$ cat src/rtl/rv32_pkg.sv
// rv32_pkg: RV32 encodings shared by the branch unit and its neighbours.
//   OPC_BRANCH, the six conditional-branch funct3 codes, the forwarding-select
//   type, and a helper that screens out the reserved funct3 values 010/011.
package rv32_pkg;

    localparam logic [6:0] OPC_BRANCH = 7'b1100011;

    localparam logic [2:0] F3_BEQ  = 3'b000;
    localparam logic [2:0] F3_BNE  = 3'b001;
    localparam logic [2:0] F3_BLT  = 3'b100;
    localparam logic [2:0] F3_BGE  = 3'b101;
    localparam logic [2:0] F3_BLTU = 3'b110;
    localparam logic [2:0] F3_BGEU = 3'b111;

    typedef enum logic [1:0] {
        FWD_NONE = 2'd0,
        FWD_RS1  = 2'd1,
        FWD_RS2  = 2'd2,
        FWD_BOTH = 2'd3
    } fwd_sel_t;

    // funct3 010 and 011 are unused under the BRANCH opcode.
    function automatic logic is_branch_f3(input logic [2:0] f3);
        return (f3 != 3'b010) && (f3 != 3'b011);
    endfunction

endpackage

$ cat src/rtl/bht_sat_table.sv
// bht_sat_table: direct-mapped table of saturating counters.
//   clk, rst_n          : clock, asynchronous active-low reset
//   rd_idx / rd_taken   : combinational lookup, returns counter MSB
//   upd_en, upd_idx,
//   upd_taken           : saturating +1 (taken) / -1 (not taken) at clock edge
// A same-index read and update in one cycle returns the pre-update value.
module bht_sat_table #(
    parameter int ENTRIES  = 64,
    parameter int CTR_BITS = 2,
    localparam int IDX_W   = $clog2(ENTRIES)
) (
    input  logic             clk,
    input  logic             rst_n,
    input  logic [IDX_W-1:0] rd_idx,
    output logic             rd_taken,
    input  logic             upd_en,
    input  logic [IDX_W-1:0] upd_idx,
    input  logic             upd_taken
);

    localparam logic [CTR_BITS-1:0] CTR_MAX  = '1;
    // Weakly not taken: 2^(CTR_BITS-1) - 1.
    localparam logic [CTR_BITS-1:0] CTR_INIT = CTR_MAX >> 1;

    logic [CTR_BITS-1:0] ctr_q [ENTRIES];
    logic [CTR_BITS-1:0] upd_cur;

    assign rd_taken = ctr_q[rd_idx][CTR_BITS-1];
    assign upd_cur  = ctr_q[upd_idx];

    // NOTE: this array is built from flops, not a RAM macro, so it can and
    // must be reset: every counter has to start weakly not taken.
    // NOTE: sequential state uses non-blocking assignments so every reader in
    // the same edge sees the pre-update value.
    always_ff @(posedge clk or negedge rst_n) begin
        if (!rst_n) begin
            for (int i = 0; i < ENTRIES; i++) begin
                ctr_q[i] <= CTR_INIT;
            end
        end else if (upd_en) begin
            if (upd_taken && (upd_cur != CTR_MAX)) begin
                ctr_q[upd_idx] <= upd_cur + CTR_BITS'(1);
            end else if (!upd_taken && (upd_cur != '0)) begin
                ctr_q[upd_idx] <= upd_cur - CTR_BITS'(1);
            end
        end
    end

endmodule

$ cat src/rtl/branch_resolve_bht.sv
// branch_resolve_bht: RV32 conditional-branch resolution with a BHT predictor.
//   pred_pc -> pred_taken          : 0-cycle BHT lookup for the fetch/decode PC
//   ex_* , rs1, rs2, fwd_*         : EX-stage instruction and operands
//   redirect, redirect_pc, flush   : registered one-cycle pulse on mispredict
//   branch_cnt, mispredict_cnt     : wrapping statistics
// The instruction in EX during the redirect cycle is wrong-path and is
// ignored entirely (no resolve, no BHT update, no count).
module branch_resolve_bht
    import rv32_pkg::*;
#(
    parameter int XLEN        = 32,
    parameter int BHT_ENTRIES = 64,
    parameter int CTR_BITS    = 2,
    parameter int CNT_W       = 32
) (
    input  logic             clk,
    input  logic             rst_n,
    input  logic [XLEN-1:0]  pred_pc,
    output logic             pred_taken,
    input  logic             ex_valid,
    input  logic [31:0]      ex_instr,
    input  logic [XLEN-1:0]  ex_pc,
    input  logic [XLEN-1:0]  ex_target,
    input  logic             ex_pred_taken,
    input  logic [XLEN-1:0]  rs1,
    input  logic [XLEN-1:0]  rs2,
    input  logic [XLEN-1:0]  fwd_data,
    input  logic [1:0]       fwd_sel,
    output logic             redirect,
    output logic [XLEN-1:0]  redirect_pc,
    output logic             flush,
    output logic [CNT_W-1:0] branch_cnt,
    output logic [CNT_W-1:0] mispredict_cnt
);

    localparam int IDX_W = $clog2(BHT_ENTRIES);

    logic [6:0]      opcode;
    logic [2:0]      funct3;
    fwd_sel_t        sel;
    logic [XLEN-1:0] op_a;
    logic [XLEN-1:0] op_b;
    logic            is_branch;
    logic            resolve;
    logic            taken;
    logic            mispredict;
    logic [XLEN-1:0] next_pc;
    logic            squash_q;
    logic            unused_bits;

    assign opcode = ex_instr[6:0];
    assign funct3 = ex_instr[14:12];
    assign sel    = fwd_sel_t'(fwd_sel);

    assign op_a = (sel == FWD_RS1 || sel == FWD_BOTH) ? fwd_data : rs1;
    assign op_b = (sel == FWD_RS2 || sel == FWD_BOTH) ? fwd_data : rs2;

    assign is_branch = ex_valid && (opcode == OPC_BRANCH) && is_branch_f3(funct3);
    assign resolve   = is_branch && !squash_q;

    // NOTE: every always_comb output gets a default first so no path leaves
    // it unassigned and infers a latch.
    always_comb begin
        taken = 1'b0;
        case (funct3)
            F3_BEQ:  taken = (op_a == op_b);
            F3_BNE:  taken = (op_a != op_b);
            F3_BLT:  taken = ($signed(op_a) <  $signed(op_b));
            F3_BGE:  taken = ($signed(op_a) >= $signed(op_b));
            F3_BLTU: taken = (op_a <  op_b);
            F3_BGEU: taken = (op_a >= op_b);
            default: taken = 1'b0;
        endcase
    end

    assign mispredict = resolve && (taken != ex_pred_taken);
    assign next_pc    = taken ? ex_target : ex_pc + XLEN'(4);

    bht_sat_table #(
        .ENTRIES  (BHT_ENTRIES),
        .CTR_BITS (CTR_BITS)
    ) u_bht (
        .clk       (clk),
        .rst_n     (rst_n),
        .rd_idx    (pred_pc[IDX_W+1:2]),
        .rd_taken  (pred_taken),
        .upd_en    (resolve),
        .upd_idx   (ex_pc[IDX_W+1:2]),
        .upd_taken (taken)
    );

    // squash_q marks the redirect cycle: the EX slot then holds the
    // instruction fetched down the wrong path.
    always_ff @(posedge clk or negedge rst_n) begin
        if (!rst_n) begin
            redirect       <= 1'b0;
            flush          <= 1'b0;
            redirect_pc    <= '0;
            squash_q       <= 1'b0;
            branch_cnt     <= '0;
            mispredict_cnt <= '0;
        end else begin
            redirect <= mispredict;
            flush    <= mispredict;
            squash_q <= mispredict;
            if (mispredict) begin
                redirect_pc <= next_pc;
            end
            if (resolve) begin
                branch_cnt <= branch_cnt + CNT_W'(1);
            end
            if (mispredict) begin
                mispredict_cnt <= mispredict_cnt + CNT_W'(1);
            end
        end
    end

    // PC alignment/high bits and non-branch instruction fields are not needed.
    assign unused_bits = ^{pred_pc, ex_instr};

endmodule

$ cat config.mk
export PLATFORM = sky130hd
export DESIGN_NAME = branch_resolve_bht
export DESIGN_NICKNAME = d
export VERILOG_FILES = /design/src/rtl/rv32_pkg.sv /design/src/rtl/bht_sat_table.sv /design/src/rtl/branch_resolve_bht.sv
export SDC_FILE = /design/constraint.sdc
export NUM_CORES = 1
export LEC_CHECK = 0
export BUFFER_PORTS_ARGS = -buffer_cell sky130_fd_sc_hd__buf_2
export CORE_MARGIN = 4
export CORE_UTILIZATION = 43
export CTS_BUF_LIST = sky130_fd_sc_hd__clkbuf_8
export CTS_CLUSTER_DIAMETER = 100
export DETAILED_ROUTE_END_ITERATION = 8
export PLACE_DENSITY = 0.7
export SLEW_MARGIN = 30
export SYNTH_ARGS = -nofsm -noshare
export SYNTH_HDL_FRONTEND = slang
export SYNTH_SLANG_ARGS = --single-unit
$ cat constraint.sdc
create_clock -name clk -period 4.5 [get_ports clk]
set_input_delay 0.9 -clock clk [delete_from_list [all_inputs] [get_ports clk]]
set_output_delay 0.9 -clock clk [all_outputs]
set_load 0.02 [all_outputs]
Yosys cells after proc, flatten, opt, wreduce, memory -nomap -nowiden. Cells that the tools add are included.

Word-level logic and storage cells: 129. Register bits: 225. Output and inout port bits: 99.

Bitwise logic cells: 2. Mux-type cells: 16. Order comparisons: 7. Reductions and logical operators: 16. Add/sub/neg operators: 5. Equality and inequality tests: 15.

Operators by type and width (count): 128-bit bitwise mux (2); 128-bit 2-to-1 mux (2); 32-bit 2-to-1 mux (3); 32-bit by 1-bit adder with 32-bit output, second input constant (2); 32-bit greater-or-equal comparator (2); 32-bit less-than comparator (2); 32-bit by 3-bit adder with 32-bit output, second input constant (1); 32-bit equality test (1); 32-bit inequality test (1); 2-bit binary-select mux with 6-bit select (2); 7-bit greater-or-equal comparator, second input constant (2); 6-bit inverter with 7-bit output (2); 2-bit demux with 6-bit select (1); 3-bit equality test, second input constant (4); 2-bit 2-to-1 mux (5); 1-bit logical AND (8); 7-bit equality test, second input constant (1); 7-bit by 1-bit less-than comparator with 1-bit output, second input constant (1); 3-bit by 2-bit inequality test with 1-bit output, second input constant (2); 1-bit one-hot mux with 6 select lines (1); 2-bit equality test, second input constant (2); 2-bit nonzero test (2); 3-bit by 1-bit equality test with 1-bit output, second input constant (1); 3-bit zero test (1); 8 further kinds (10).

Longest topological paths before layout.
Depth in word-level cells: 9. Depth in mapped cells: 19. Gate-level depth less buffers: 14.

Modules after synthesis. A second synthesis with hierarchy kept.

Cells, all modules: 1233. Area, all modules: 14169.8 sq um.

By module, submodules not included: branch_resolve_bht (area an instance 7245.7 sq um, cells an instance 686, times used 1, seq. area each 2427.3 sq um); bht_sat_table (area an instance 6924.1 sq um, cells an instance 547, times used 1, seq. area each 3283.1 sq um).

Least setup slack after synthesis. OpenSTA, ideal clock, no wires.

Path kind: input -> register. Start: input fwd_sel[0]. End: register u_bht.ctr_q[11] (netlist bit). Path buffers: 5. Path slack: -0.126 ns. Stages on the path: 16. Required time: 4.375 ns. Arrival time: 4.501 ns. Cells stage by stage: clkbuf_1 > buf_1 > mux2_2 > ha_1 > a21oi_1 > o21ai_1 > a311oi_2 > o21ai_1 > or3_1 > and4_1 > clkbuf_1 > and3_1 > clkbuf_1 > buf_4 > nor3_2 > mux2_2.

Longest elaborated chain between the ends: 9.

RTL lines: start, declared (RTL line branch_resolve_bht.sv:28) `input logic [1:0] fwd_sel,`; 2-bit by 1-bit equality test with 1-bit output (tied with other cells) (RTL line branch_resolve_bht.sv:55) `assign op_a = (sel == FWD_RS1 || sel == FWD_BOTH) ? fwd_data : rs1;`; 1-bit logical OR, on equally long branches (RTL line branch_resolve_bht.sv:55, branch_resolve_bht.sv:56); 32-bit 2-to-1 mux, on equally long branches (RTL line branch_resolve_bht.sv:55, branch_resolve_bht.sv:56); 32-bit greater-or-equal comparator (tied with other cells) (RTL line branch_resolve_bht.sv:71) `F3_BGEU: taken = (op_a >= op_b);`; 1-bit one-hot mux with 6 select lines * (RTL line branch_resolve_bht.sv:65) `case (funct3)`; 1-bit zero test (RTL line bht_sat_table.sv:43) `end else if (!upd_taken && (upd_cur != '0)) begin`; 1-bit logical AND (RTL line bht_sat_table.sv:43); 2-bit nonzero test (no source line); 2-bit AND reduction (no source line); end signal, assigned by index (RTL line bht_sat_table.sv:42) `ctr_q[upd_idx] <= upd_cur + CTR_BITS'(1);`; end signal, assigned by index (RTL line bht_sat_table.sv:44) `ctr_q[upd_idx] <= upd_cur - CTR_BITS'(1);`; end, declared (RTL line bht_sat_table.sv:25) `logic [CTR_BITS-1:0] ctr_q [ENTRIES];`.

Mark *: on every way between the ends. The rest lies on a longest branch, timed or not. A chain may end at the register's enable or synchronous reset.

Final worst setup path.
Start: input fwd_sel[0]. End: register u_bht.ctr_q[107] (netlist bit).

Same word-level chain as after synthesis.

==> reports/results.tsv <==
metric	value	unit
crit_slowest_cell	mux2_2	
ctsResizeCount	0	
cp_cell_sequence	buf_2 > buf_12 > buf_4 > mux2_2 > ha_1 > nand4_1 > o221ai_1 > a311oi_2 > o21ai_1 > o21ai_0 > and4_1 > buf_4 > nand3_1 > buf_12 > a21oi_1 > mux2_2	
syn_to_final_growth	23.15	%
end_kind	flop	
leakage	8.128	nW
synth_warnings	0	
synthesis.instances	1249	
path_clk_slew	0.06	ns
cts_hold_buf	0	
placed_area	16370	um2
critPathKind	primary input to flop	
hold_path_class	primary input to async pin	
cts-buffers-inserted	37	
clk_latency	0.55	ns
finalClockSkew	0.01509	ns
nNetsFinal	1830	
ys_seq_area_share	40.98	%
critPathMaxStageDelay	0.38	ns
worstPathMaxFanout	32	
vdd_ir_drop_max	213.0	uV
ys_ff_latch	225	
die_w	188.0	um
ys_types	64	
htree_levels	2	
powerDensity	281.9	nW/um2
avgSynthCellArea	11.16	um2
via_per_inst	5.694	
final-hold-violation-count	0	
final_antenna_net_count	0	
worst_ep_arrival_time	4.57	ns
r2r_cells	14	
cts_tree	done	
drive_above_1_share	47.80	%
rsz0062_at_grt	false	
vias	11537	
period_minus_slack	4.138	ns
max_cap_viol_count	0	
maxSlewHeadroom	53.42	%
drt_iter0_markers	757	
synth_fp_nets	1516	
drc	0	
worstPathRequired	4.93	ns
place_hpwl	29.19	mm
synth_flop_cell	dfrtp_1	
fin_util	53.97	%
synthTopCellsByCount	197 x mux2_2, 161 x dfrtp_1, 97 x nand2_1	
syn_area	13940	um2
design_area	17160	um2
io_pins	329	
tns	0	ns
period_share	91.96	%
row_count	65	
die_h	188.0	um
grt_max_degree	120	
crit_path_start	fwd_sel[0]	
ctsLongestPathBuffers	3	
rr_endpoint	u_bht.ctr_q[107]	
grt_usage	22.05	%
yosysMostFrequentCell	mux2_2	
reg2reg_slack	1.09	ns
synth_edf_count	0	
totalWireLength	40.39	mm
clock_tree.root_cell	clkbuf_8	
start_util	43.82	%
yosys-top-cells-area	dfrtp_1 29%, mux2_2 16%, dfstp_2 12%	
portBuffers	280	
max_freq	241.7	MHz
drt-wirelength-per-cell	19.94	um
grt_first_pass_wirelength	64.22	mm
antenna_found_initial	1	
synth_top_area_share	28.91	%
setup_violations	0	
cts.sinks	225	
start_kind	primary input	
post_cts_buffers	0	
grt_pass1_vias	11873	
worst_pin_slew	0.6987	ns
grt_remaining_overflow	0	
synthArstFlopShare	100.0	%
yosys.area.top_type	dfrtp_1	
die_area	35350	um2
status	complete, no violations	
drv_slew	0	
coreArea	31800	um2
first_pass_iters	5	
gp_routability_congestion	0.8817	
-- final cells by class --
| class | count | area [um2] |
|---|---|---|
| clock inverters | 18 | 103.9 |
| fillers | 2711 | 14640 |
| repair buffers | 364 | 2275 |
| well taps | 435 | 544.3 |
| flip-flops and latches | 225 | 5710 |
| clock buffers | 48 | 660.6 |
| diodes | 1 | 2.502 |
| multi-input cells | 922 | 7818 |
| inverters | 13 | 48.80 |
-- placed cells by master (no fill, tap or decap), drive strengths merged, types with 9 or more instances in the layout --
master	count
and3	24
a22oi	22
nand2	97
a21oi	52
xor2	34
clkbuf	48
nand3	71
xnor2	57
a2111oi	15
mux2i	36
nand4	20
dfrtp	161
inv	24
nor3	40
mux2	220
o211ai	9
o22ai	29
mux4	21
o21ai	18
dfstp	64
ha	37
nor2	35
buf	364
-- per-layer routing --
metal | track usage [%] | share of wire (%) | up-vias
met5 | 0 | 0.032 | -
met4 | 6.889 | 2.9 | 2
met3 | 4.375 | 7.7 | 99
met2 | 36.69 | 48 | 503
met1 | 29.13 | 41 | 5679
li1 | - | - | 5254
-- how the worst max path moves through the flow --
stage                        to
6_report       u_bht.ctr_q[107]
5_1_grt        u_bht.ctr_q[107]
4_1_cts        u_bht.ctr_q[107]
3_5_place_dp   u_bht.ctr_q[107]
3_3_place_gp    u_bht.ctr_q[25]
2_1_floorplan   u_bht.ctr_q[11]
-- per-stage QoR --
stage	hold slack (ns)	setup slack [ns]	cells	total power, mW
after CTS	0.4693	0.4042	2024	4.873
after global placement	0.4545	-0.1047	1958	2.983
after detailed placement	0.4601	-0.1701	1958	2.996
final	0.2378	0.3619	2026	4.838
after global routing	0.2328	0.1732	2025	5.045
after floorplan	0.4768	0.02729	1249	2.578
-- worst max-delay path: cells and delay by family --
family                     cells  cell delay [ns]
buffers and inverters          5             0.78
AOI/OAI and AO/OA              5             1.23
and+or+nand+nor                3             0.64
adders and majority gates      1             0.30
muxes                          2             0.71
-- power by group --
part / leakage [nW] / total [mW] / internal, mW / switching [mW]
clock: 0.438 / 1.86 / 1.01 / 0.850
sequential: 2.86 / 2.06 / 2.05 / 0.0112
combinational: 4.83 / 0.917 / 0.382 / 0.535
total: 8.13 / 4.84 / 3.44 / 1.40
-- kinds of logic after synthesis --
family / after synthesis / share of synthesized area (%)
DFF: 225 / 40.98
and+or+nand+nor: 333 / 12.99
buffers and inverters: 102 / 3.232
adders and majority gates: 37 / 3.322
muxes: 277 / 23.76
AOI/OAI and AO/OA: 184 / 10.00
xor gates and xnor gates: 91 / 5.719
No activity file was read; power rests on OpenSTA's default activity.
